[src/rtl/dac_ctrl_pkg.sv]
// Shared types and constants for the DAC segment controller: FSM state encoding,
// default segment split and the clip limit helper.
package dac_ctrl_pkg;

  typedef enum logic [1:0] {
    ST_OFF   = 2'd0,
    ST_PWRUP = 2'd1,
    ST_RUN   = 2'd2,
    ST_PWRDN = 2'd3
  } state_e;

  localparam int NBIN_DEF   = 7;
  localparam int NTHERM_DEF = 17;
  localparam int CODE_W     = 12;

  // Largest representable code: every thermometer element on plus all binary LSBs.
  function automatic int max_code(input int ntherm, input int nbin);
    return ntherm * (1 << nbin) + (1 << nbin) - 1;
  endfunction

  localparam int MAX_CODE_DEF = max_code(NTHERM_DEF, NBIN_DEF);

endpackage

[src/rtl/therm_encoder.sv]
// Combinational thermometer mask: msb_i elements set. With DAC_SEGMENT_CTRL_DWA_EN
// the run of set bits starts at ptr_i and wraps modulo NTHERM.
module therm_encoder #(
  parameter int NTHERM = 17,
  parameter int MW     = 5,
  parameter int PW     = 5
) (
  input  logic [MW-1:0]     msb_i,
`ifdef DAC_SEGMENT_CTRL_DWA_EN
  input  logic [PW-1:0]     ptr_i,
`endif
  output logic [NTHERM-1:0] mask_o
);

  always_comb begin
    int off;
    mask_o = '0;
    off    = 0;
    for (int i = 0; i < NTHERM; i++) begin
`ifdef DAC_SEGMENT_CTRL_DWA_EN
      // distance of element i from the rotation pointer, going upward with wrap
      off = i - int'(ptr_i);
      if (off < 0) off = off + NTHERM;
`else
      off = i;
`endif
      mask_o[i] = (off < int'(msb_i));
    end
  end

endmodule

[src/rtl/dac_segment_ctrl.sv]
// DAC segment controller: power sequencing FSM plus segmented (thermometer + binary)
// code registers. Define DAC_SEGMENT_CTRL_DWA_EN to rotate thermometer elements (DWA).
module dac_segment_ctrl
  import dac_ctrl_pkg::*;
#(
  parameter int SETTLE_CYC = 16,
  parameter int NTHERM     = NTHERM_DEF,
  parameter int NBIN       = NBIN_DEF
) (
  input  logic              clk,
  input  logic              rst,
  input  logic              en,
  input  logic [11:0]       code_in,
  input  logic              code_valid,
  output logic              code_ready,
  output logic              pdb,
  output logic [NBIN-1:0]   databin,
  output logic [NBIN-1:0]   databinb,
  output logic [NTHERM-1:0] datatherm,
  output logic [NTHERM-1:0] datathermb,
  output logic              sat,
  output logic [1:0]        state
);

  localparam int MW   = $clog2(NTHERM + 1);
  localparam int PW   = (NTHERM > 1) ? $clog2(NTHERM) : 1;
  localparam int MAXC = max_code(NTHERM, NBIN);
  localparam logic [7:0] RELOAD = 8'(SETTLE_CYC - 1);

  state_e              state_q, state_d;
  logic [7:0]          cnt_q, cnt_d;
  logic                pdb_q;
  logic [NBIN-1:0]     bin_q, bin_d, binb_q;
  logic [NTHERM-1:0]   therm_q, therm_d, thermb_q;
  logic                sat_q, sat_d;

  logic                acc, over;
  logic [11:0]         clip, msb_full;
  logic [MW-1:0]       msb;
  logic [NTHERM-1:0]   mask;

  assign code_ready = (state_q == ST_RUN) && en;
  assign acc        = code_valid && code_ready;
  assign over       = (32'(code_in) > 32'(MAXC));
  assign clip       = over ? 12'(MAXC) : code_in;
  assign msb_full   = clip >> NBIN;
  assign msb        = msb_full[MW-1:0];

`ifdef DAC_SEGMENT_CTRL_DWA_EN
  logic [PW-1:0] ptr_q, ptr_d;

  always_comb begin
    int s;
    s     = int'(ptr_q) + int'(msb);
    if (s >= NTHERM) s = s - NTHERM;
    ptr_d = ptr_q;
    if (acc) ptr_d = PW'(s);
    if (state_d == ST_OFF && state_q != ST_OFF) ptr_d = '0;
  end

  always_ff @(posedge clk or posedge rst)
    if (rst) ptr_q <= '0;
    else     ptr_q <= ptr_d;

  therm_encoder #(.NTHERM(NTHERM), .MW(MW), .PW(PW)) u_enc (
    .msb_i (msb),
    .ptr_i (ptr_q),
    .mask_o(mask)
  );
`else
  therm_encoder #(.NTHERM(NTHERM), .MW(MW), .PW(PW)) u_enc (
    .msb_i (msb),
    .mask_o(mask)
  );
`endif

  // Power sequencing; a falling en aborts PWRUP but PWRDN always runs to OFF.
  always_comb begin
    state_d = state_q;
    cnt_d   = cnt_q;
    unique case (state_q)
      ST_OFF: if (en) begin
        state_d = ST_PWRUP;
        cnt_d   = RELOAD;
      end
      ST_PWRUP: begin
        if (!en) begin
          state_d = ST_PWRDN;
          cnt_d   = RELOAD;
        end else if (cnt_q == 8'd0) begin
          state_d = ST_RUN;
        end else begin
          cnt_d = cnt_q - 8'd1;
        end
      end
      ST_RUN: if (!en) begin
        state_d = ST_PWRDN;
        cnt_d   = RELOAD;
      end
      ST_PWRDN: begin
        if (cnt_q == 8'd0) state_d = ST_OFF;
        else               cnt_d   = cnt_q - 8'd1;
      end
      default: state_d = ST_OFF;
    endcase
  end

  // Data path forced to the zero code whenever the next state is not RUN.
  always_comb begin
    bin_d   = bin_q;
    therm_d = therm_q;
    sat_d   = 1'b0;
    if (state_d != ST_RUN) begin
      bin_d   = '0;
      therm_d = '0;
    end else if (acc) begin
      bin_d   = clip[NBIN-1:0];
      therm_d = mask;
      sat_d   = over;
    end
  end

  always_ff @(posedge clk or posedge rst) begin
    if (rst) begin
      state_q  <= ST_OFF;
      cnt_q    <= '0;
      pdb_q    <= 1'b0;
      bin_q    <= '0;
      binb_q   <= '1;
      therm_q  <= '0;
      thermb_q <= '1;
      sat_q    <= 1'b0;
    end else begin
      state_q  <= state_d;
      cnt_q    <= cnt_d;
      pdb_q    <= (state_d != ST_OFF);
      bin_q    <= bin_d;
      binb_q   <= ~bin_d;
      therm_q  <= therm_d;
      thermb_q <= ~therm_d;
      sat_q    <= sat_d;
    end
  end

  assign pdb        = pdb_q;
  assign databin    = bin_q;
  assign databinb   = binb_q;
  assign datatherm  = therm_q;
  assign datathermb = thermb_q;
  assign sat        = sat_q;
  assign state      = state_q;

endmodule
[config.mk]
export PLATFORM = sky130hd
export DESIGN_NAME = dac_segment_ctrl
export DESIGN_NICKNAME = d
export VERILOG_FILES = /design/src/rtl/dac_ctrl_pkg.sv /design/src/rtl/therm_encoder.sv /design/src/rtl/dac_segment_ctrl.sv
export SDC_FILE = /design/constraint.sdc
export NUM_CORES = 1
export LEC_CHECK = 0
export CAP_MARGIN = 0
export CORE_UTILIZATION = 35
export DETAILED_ROUTE_END_ITERATION = 10
export PLACE_DENSITY = 0.67
export SETUP_SLACK_MARGIN = 0.02
export SLEW_MARGIN = 20
export SYNTH_ARGS = -nofsm -noshare
export SYNTH_HDL_FRONTEND = slang
export SYNTH_HIERARCHICAL = 1
export SYNTH_SLANG_ARGS = --single-unit
[constraint.sdc]
create_clock -name clk -period 2.36 [get_ports clk]
set_input_delay 0.354 -clock clk [delete_from_list [all_inputs] [get_ports clk]]
set_output_delay 0.354 -clock clk [all_outputs]
set_load 0.01 [all_outputs]
# [Word-level counts from Yosys, hierarchy flattened]
# Index checks and enable logic that the tools add are counted.
[word_totals] regBits=60 input_bits=16
[classes] add_sub_neg=1 order_cmp=18 n_eq_ne=6 muxes=18 bitwise=2 n_reduce_logical=6
[ops] cell="4-bit by 5-bit less-than comparator with 1-bit output, first input constant" n=8
[ops] cell="17-bit 2-to-1 mux" n=2
[ops] cell="8-bit 2-to-1 mux" n=4
[ops] cell="8-bit case mux with 4 select lines" n=1
[ops] cell="3-bit by 5-bit less-than comparator with 1-bit output, first input constant" n=4
[ops] cell="17-bit NOT" n=1
[ops] cell="7-bit 2-to-1 mux" n=2
[ops] cell="12-bit greater-than comparator, second input constant" n=1
[ops] cell="12-bit 2-to-1 mux" n=1
[ops] cell="1-bit by 5-bit less-than comparator with 1-bit output, first input constant" n=2
[ops] cell="2-bit by 5-bit less-than comparator with 1-bit output, first input constant" n=2
[ops] cell="2-bit 2-to-1 mux" n=5
[ops] cell="8-bit logical NOT" n=1
[ops] cell="2-bit case mux with 4 select lines" n=1
[ops] cell="8-bit by 1-bit subtractor with 8-bit output, second input constant" n=1
[ops] cell="7-bit NOT" n=1
[ops] cell="2-bit != test, second input constant" n=3
[ops] cell="5-bit less-than comparator, first input constant" n=1
[ops] cell="2-bit == test, second input constant" n=2
[ops] cell="2-bit by 1-bit == test with 1-bit output, second input constant" n=1
[ops] cell="1-bit logical AND" n=2
[ops] cell="2-bit logical NOT" n=1
[ops] cell="1-bit 2-to-1 mux" n=2
[ops] cell="2-bit AND reduction" n=1
[ops] cell="2-bit nonzero test" n=1

# [Depth between registers and ports, before layout]
[depth] depth_word=7 mapped_depth=7

# [By module]
# The synthesis kept the hierarchy.
[by_module_without_submodules] module="dac_segment_ctrl" n_inst=1 cells_each=210 area_per_inst_um2=2488.6 seq_area_each_um2=1531.5
[by_module_without_submodules] module="therm_encoder" n_inst=1 cells_each=30 area_per_inst_um2=171.4 seq_area_each_um2=0.0

# [Least setup slack after synthesis]
# No wires, ideal clock.
[synth_timing] path_type="reg2reg" from="register cnt_q[0]" to="register binb_q[0] (netlist: databinb[0])" setup_ns=0.082 t_arrival_ns=1.718 required_time_ns=2.278 slack_ns=0.560 stages_incl_launch_ff=8 cell_sequence="dfrtp_1 > inv_1 > ha_1 > or3b_2 > nor2_8 > a31oi_4 > buf_6 > or2_1"
[synth_between] elab_chain_cells=7 word_cells_on_any_way=8 classes_between="eq/ne: 1; mux: 5; bitwise: 1; reduce/logical: 1"
[synth_lines] element="start, declared" line="dac_segment_ctrl.sv:31" text="logic [7:0] cnt_q, cnt_d;"
[synth_lines] element="start signal, assigned" line="dac_segment_ctrl.sv:135" text="cnt_q <= cnt_d;"
[synth_lines] element="8-bit logical NOT (*)" line="dac_segment_ctrl.sv:90, dac_segment_ctrl.sv:101"
[synth_lines] element="2-bit 2-to-1 mux" line="dac_segment_ctrl.sv:90" text="end else if (cnt_q == 8'd0) begin"
[synth_lines] element="2-bit 2-to-1 mux" line="dac_segment_ctrl.sv:87" text="if (!en) begin"
[synth_lines] element="2-bit case mux with 4 select lines (*)" line="dac_segment_ctrl.sv:81" text="unique case (state_q)"
[synth_lines] element="2-bit != test (*)" line="dac_segment_ctrl.sv:113" text="if (state_d != ST_RUN) begin"
[synth_lines] element="7-bit 2-to-1 mux (*)" line="dac_segment_ctrl.sv:113"
[synth_lines] element="7-bit NOT (*)" line="dac_segment_ctrl.sv:138" text="binb_q <= ~bin_d;"
[synth_lines] element="end signal, assigned" line="dac_segment_ctrl.sv:138"
[synth_lines] element="end, declared" line="dac_segment_ctrl.sv:33" text="logic [NBIN-1:0] bin_q, bin_d, binb_q;"
# Mark *: on every way between the ends. The rest lies on a longest branch, timed or not.
# A chain may end at the register's enable or synchronous reset.

# [Final worst setup path]
[layout_timing] from="register state_q[0] (netlist: state[0])" to="output port code_ready"
[layout_between] elab_chain_cells=2
[layout_lines] element="start, declared" line="dac_segment_ctrl.sv:30" text="state_e state_q, state_d;"
[layout_lines] element="start signal, assigned" line="dac_segment_ctrl.sv:134" text="state_q <= state_d;"
[layout_lines] element="2-bit == test" line="dac_segment_ctrl.sv:42" text="assign code_ready = (state_q == ST_RUN) && en;"
[layout_lines] element="1-bit logical AND" line="dac_segment_ctrl.sv:42"
[layout_lines] element="end, declared" line="dac_segment_ctrl.sv:15" text="output logic code_ready,"
# No other way between the ends.

==> impl_metrics.env <==
export IMPL_nFillCells=676
export IMPL_worst_setup_path_end_kind="primary output"
export IMPL_finalCritPeriodShare_pct=93.3
export IMPL_required_ns=2.01
export IMPL_clock_fmax_mhz=454
export IMPL_peakVddDrop_v=0.000343
export IMPL_core_region_area_sq_mm=0.00729
export IMPL_io_pins=69
export IMPL_powerDensity_mw_per_mm2=851
export IMPL_critPathKind="reg2out"
export IMPL_nets=333
export IMPL_grt_overflow_total=0
export IMPL_area_growth_pct=41.2
export IMPL_synth_top_flop_cell="dfrtp_1"
export IMPL_clock_sinks=60
export IMPL_initial_core_util_pct=36.5
export IMPL_setup_viol=0
export IMPL_wl_um=5700
export IMPL_drtPass1Iterations=4
export IMPL_p_int_mw=2.27
export IMPL_worst_path_max_fanout=15
export IMPL_met1_length_um=2600
export IMPL_maxCapViolations=0
export IMPL_synth_nets=258
export IMPL_htree_levels=3
export IMPL_p_clk_share_pct=38.0
export IMPL_critical_path_max_stage_delay_ns=0.58
export IMPL_drt_iter0_markers=52
export IMPL_die_area_sq_mm=0.00795
export IMPL_path_clk_slew_ns=0.07
export IMPL_ys_seq_area_share_pct=57.6
export IMPL_skew_ns=0.0108
export IMPL_wire_per_inst_um=13.6
export IMPL_ctsResizeCount=0
export IMPL_place_congestion=0.800
export IMPL_drv_slew=0
export IMPL_synth_seq_cells=60
export IMPL_hpwl_um=3980
export IMPL_synth_cell_area_sq_mm=0.00266
export IMPL_finalHoldViolations=0
export IMPL_cts_setup_buffers=0
export IMPL_ant_nets=0
export IMPL_drive_gt1_share_pct=19.7
export IMPL_grt_first_pass_wirelength_um=9380
export IMPL_antenna_found_initial=0
export IMPL_p_sw_share_pct=29.0
export IMPL_arrival_ns=1.85
export IMPL_max_slew_margin_rel_pct=56.8
export IMPL_cts_inserted_buffers=9
export IMPL_drc_errors=0
export IMPL_combPwrFrac_pct=23.4
export IMPL_tightest_slew_ns=0.648
export IMPL_viasPerCell=4.72
export IMPL_wl_met3_um=430
export IMPL_port_buffers=68
export IMPL_slowest_stage="clkdlybuf4s50_1"
export IMPL_clkLatencyLatePin_ns=0.34
export IMPL_synth_edff_count=0
export IMPL_netlist_cell_type_count=44
export IMPL_crit_path_cell_trace="and3b_1 > clkdlybuf4s50_1"
export IMPL_syn_avg_cell_area_sq_um=11.1
export IMPL_critPathBufInv=1
export IMPL_cts_hold_buf=0
export IMPL_finalSetupTns_ns=0
export IMPL_die_w_um=89.2
export IMPL_cp_top_family="buffers and inverters"
export IMPL_synth_async_reset_ratio_pct=100
export IMPL_grt_max_degree=28
export IMPL_fin_total_pwr_mw=3.20
export IMPL_cts_buffer_depth=2
export IMPL_grt_use_total_pct=16.0
export IMPL_cts_root_buf="clkbuf_8"
export IMPL_min_period_ns=2.20
export IMPL_rsz0062_at_grt="no"
export IMPL_cts_tree="yes"
export IMPL_antenna_cells=0
export IMPL_status="finished, final reports clean"
export IMPL_synth_cells=240
export IMPL_leakage_nw=1.48
export IMPL_start_kind="flip-flop"
export IMPL_die_y_um=89.2
export IMPL_met2_length_um=2580
export IMPL_top_layer="met4"
export IMPL_p_switching_mw=0.926
export IMPL_min_path_type="in2async"
export IMPL_yosys_warnings=6
export IMPL_seqPwrFrac_pct=38.5
export IMPL_grt_pass1_vias=1949
export IMPL_vias=1979
export IMPL_rows=31
[through the flow]
stage	instances	hold slack [ns]	utilization (%)	cell area [sq um]	setup WS, ns
2_1_floorplan	240	0.442	-	2660	0.560
3_5_place_dp	403	0.474	47.9	3490	0.182
6_report	419	0.373	51.5	3760	0.158
5_1_grt	419	0.430	51.5	3760	0.0733
4_1_cts	419	0.380	51.5	3760	0.141
3_3_place_gp	403	0.465	47.9	3490	0.223
[power groups by stage]
stage / clock network [mW] / registers [mW] / logic, mW
6_report: 1.22 / 1.23 / 0.748
5_1_grt: 1.29 / 1.25 / 0.840
4_1_cts: 1.25 / 1.23 / 0.762
3_5_place_dp: 0 / 1.25 / 0.759
3_3_place_gp: 0 / 1.25 / 0.739
2_1_floorplan: 0 / 1.21 / 0.564
[layer usage]
layer,vias up,global-route usage (%)
met2,61,25.1
li1,962,-
met3,10,5.08
met1,946,20.1
met4,0,7.36
met5,-,0
[flip-flops by register name (all words and copies together) (netlist names)]
name,cells
cnt_q,8
databin,7
sat,1
databinb,7
state,2
pdb,1
datatherm,17
datathermb,17
[worst register-to-register path, cell delays in order (launching register included)]
cell and delay [ns]:
dfrtp_1 0.40, inv_1 0.11, ha_1 0.15, or3b_2 0.55, nor2_8 0.16, a31oi_4 0.27, buf_4 0.29, nor2_1 0.10
[synth_stat cells (2+ instances only)]
library cell | instances | area share, %
dfrtp_1 | 36 | 34
nor2_1 | 30 | 4.2
dfstp_2 | 24 | 24
nand2b_1 | 23 | 5.4
mux2i_1 | 17 | 6.4
nand2_1 | 15 | 2.1
o21ai_0 | 9 | 1.7
buf_2 | 7 | 1.3
inv_1 | 7 | 0.99
o22ai_1 | 7 | 1.6
or2_1 | 7 | 1.6
a31oi_1 | 6 | 1.4
clkbuf_1 | 5 | 0.71
nor2b_1 | 4 | 0.94
a21oi_1 | 3 | 0.56
a31o_2 | 2 | 0.66
buf_6 | 2 | 0.85
ha_1 | 2 | 0.94
nand3_1 | 2 | 0.38
nor3_1 | 2 | 0.38
nor4_1 | 2 | 0.47
o211ai_1 | 2 | 0.56
or3_1 | 2 | 0.47
or3b_2 | 2 | 0.66
or4_4 | 2 | 0.85
xnor2_1 | 2 | 0.66
[logic make-up after synthesis]
logic type	after synthesis	synth area share (%)
compound gates	38	10.1
xor+xnor	3	0.988
fa+ha+maj	2	0.941
buf+inv	23	4.28
flops	60	57.6
mux	17	6.40
simple gates	97	19.8
[path summary, 6_finish.rpt]
path | start | endpoint | slack (ns) | cells past startpoint
hold / removal | rst | databin[5] | 0.37 | 2
min in group clk | cnt_q[7] | cnt_q[7] | 0.48 | 1
hold reg to reg | cnt_q[7] | cnt_q[7] | 0.48 | 1
setup reg to reg | cnt_q[0] | datatherm[7] | 0.26 | 7
max in group asynchronous | rst | datathermb[9] | 1.37 | 3
setup / recovery | state[0] | code_ready | 0.16 | 2
[cells in the final DEF (no fill, tap or decap), drive strengths merged, types with 2 or more instances in the layout]
| cell | n |
|---|---|
| nand2b | 23 |
| o211ai | 2 |
| mux2i | 17 |
| nor3 | 2 |
| clkdlybuf4s50 | 68 |
| clkbuf | 10 |
| or3b | 2 |
| o22ai | 7 |
| o21ai | 10 |
| inv | 7 |
| nand2 | 15 |
| xnor2 | 2 |
| or4 | 2 |
| buf | 12 |
| bufinv | 4 |
| nor2 | 31 |
| or2 | 8 |
| a21oi | 3 |
| nor4 | 2 |
| nor2b | 4 |
| a31o | 2 |
| dfstp | 24 |
| or3 | 2 |
| a31oi | 7 |
| nand3 | 2 |
| ha | 2 |
| dfrtp | 36 |
[area by class of cell]
cell class	count	area, sq um	area share (%)
flip-flops and latches	60	1530	40.8
multi-input cells	157	1010	27.0
repair buffers	80	796	21.2
clock inverters	6	136	3.63
clock buffers	10	128	3.40
well taps	99	124	3.30
inverters	7	26.3	0.700
(Power assumes the default switching activity.)
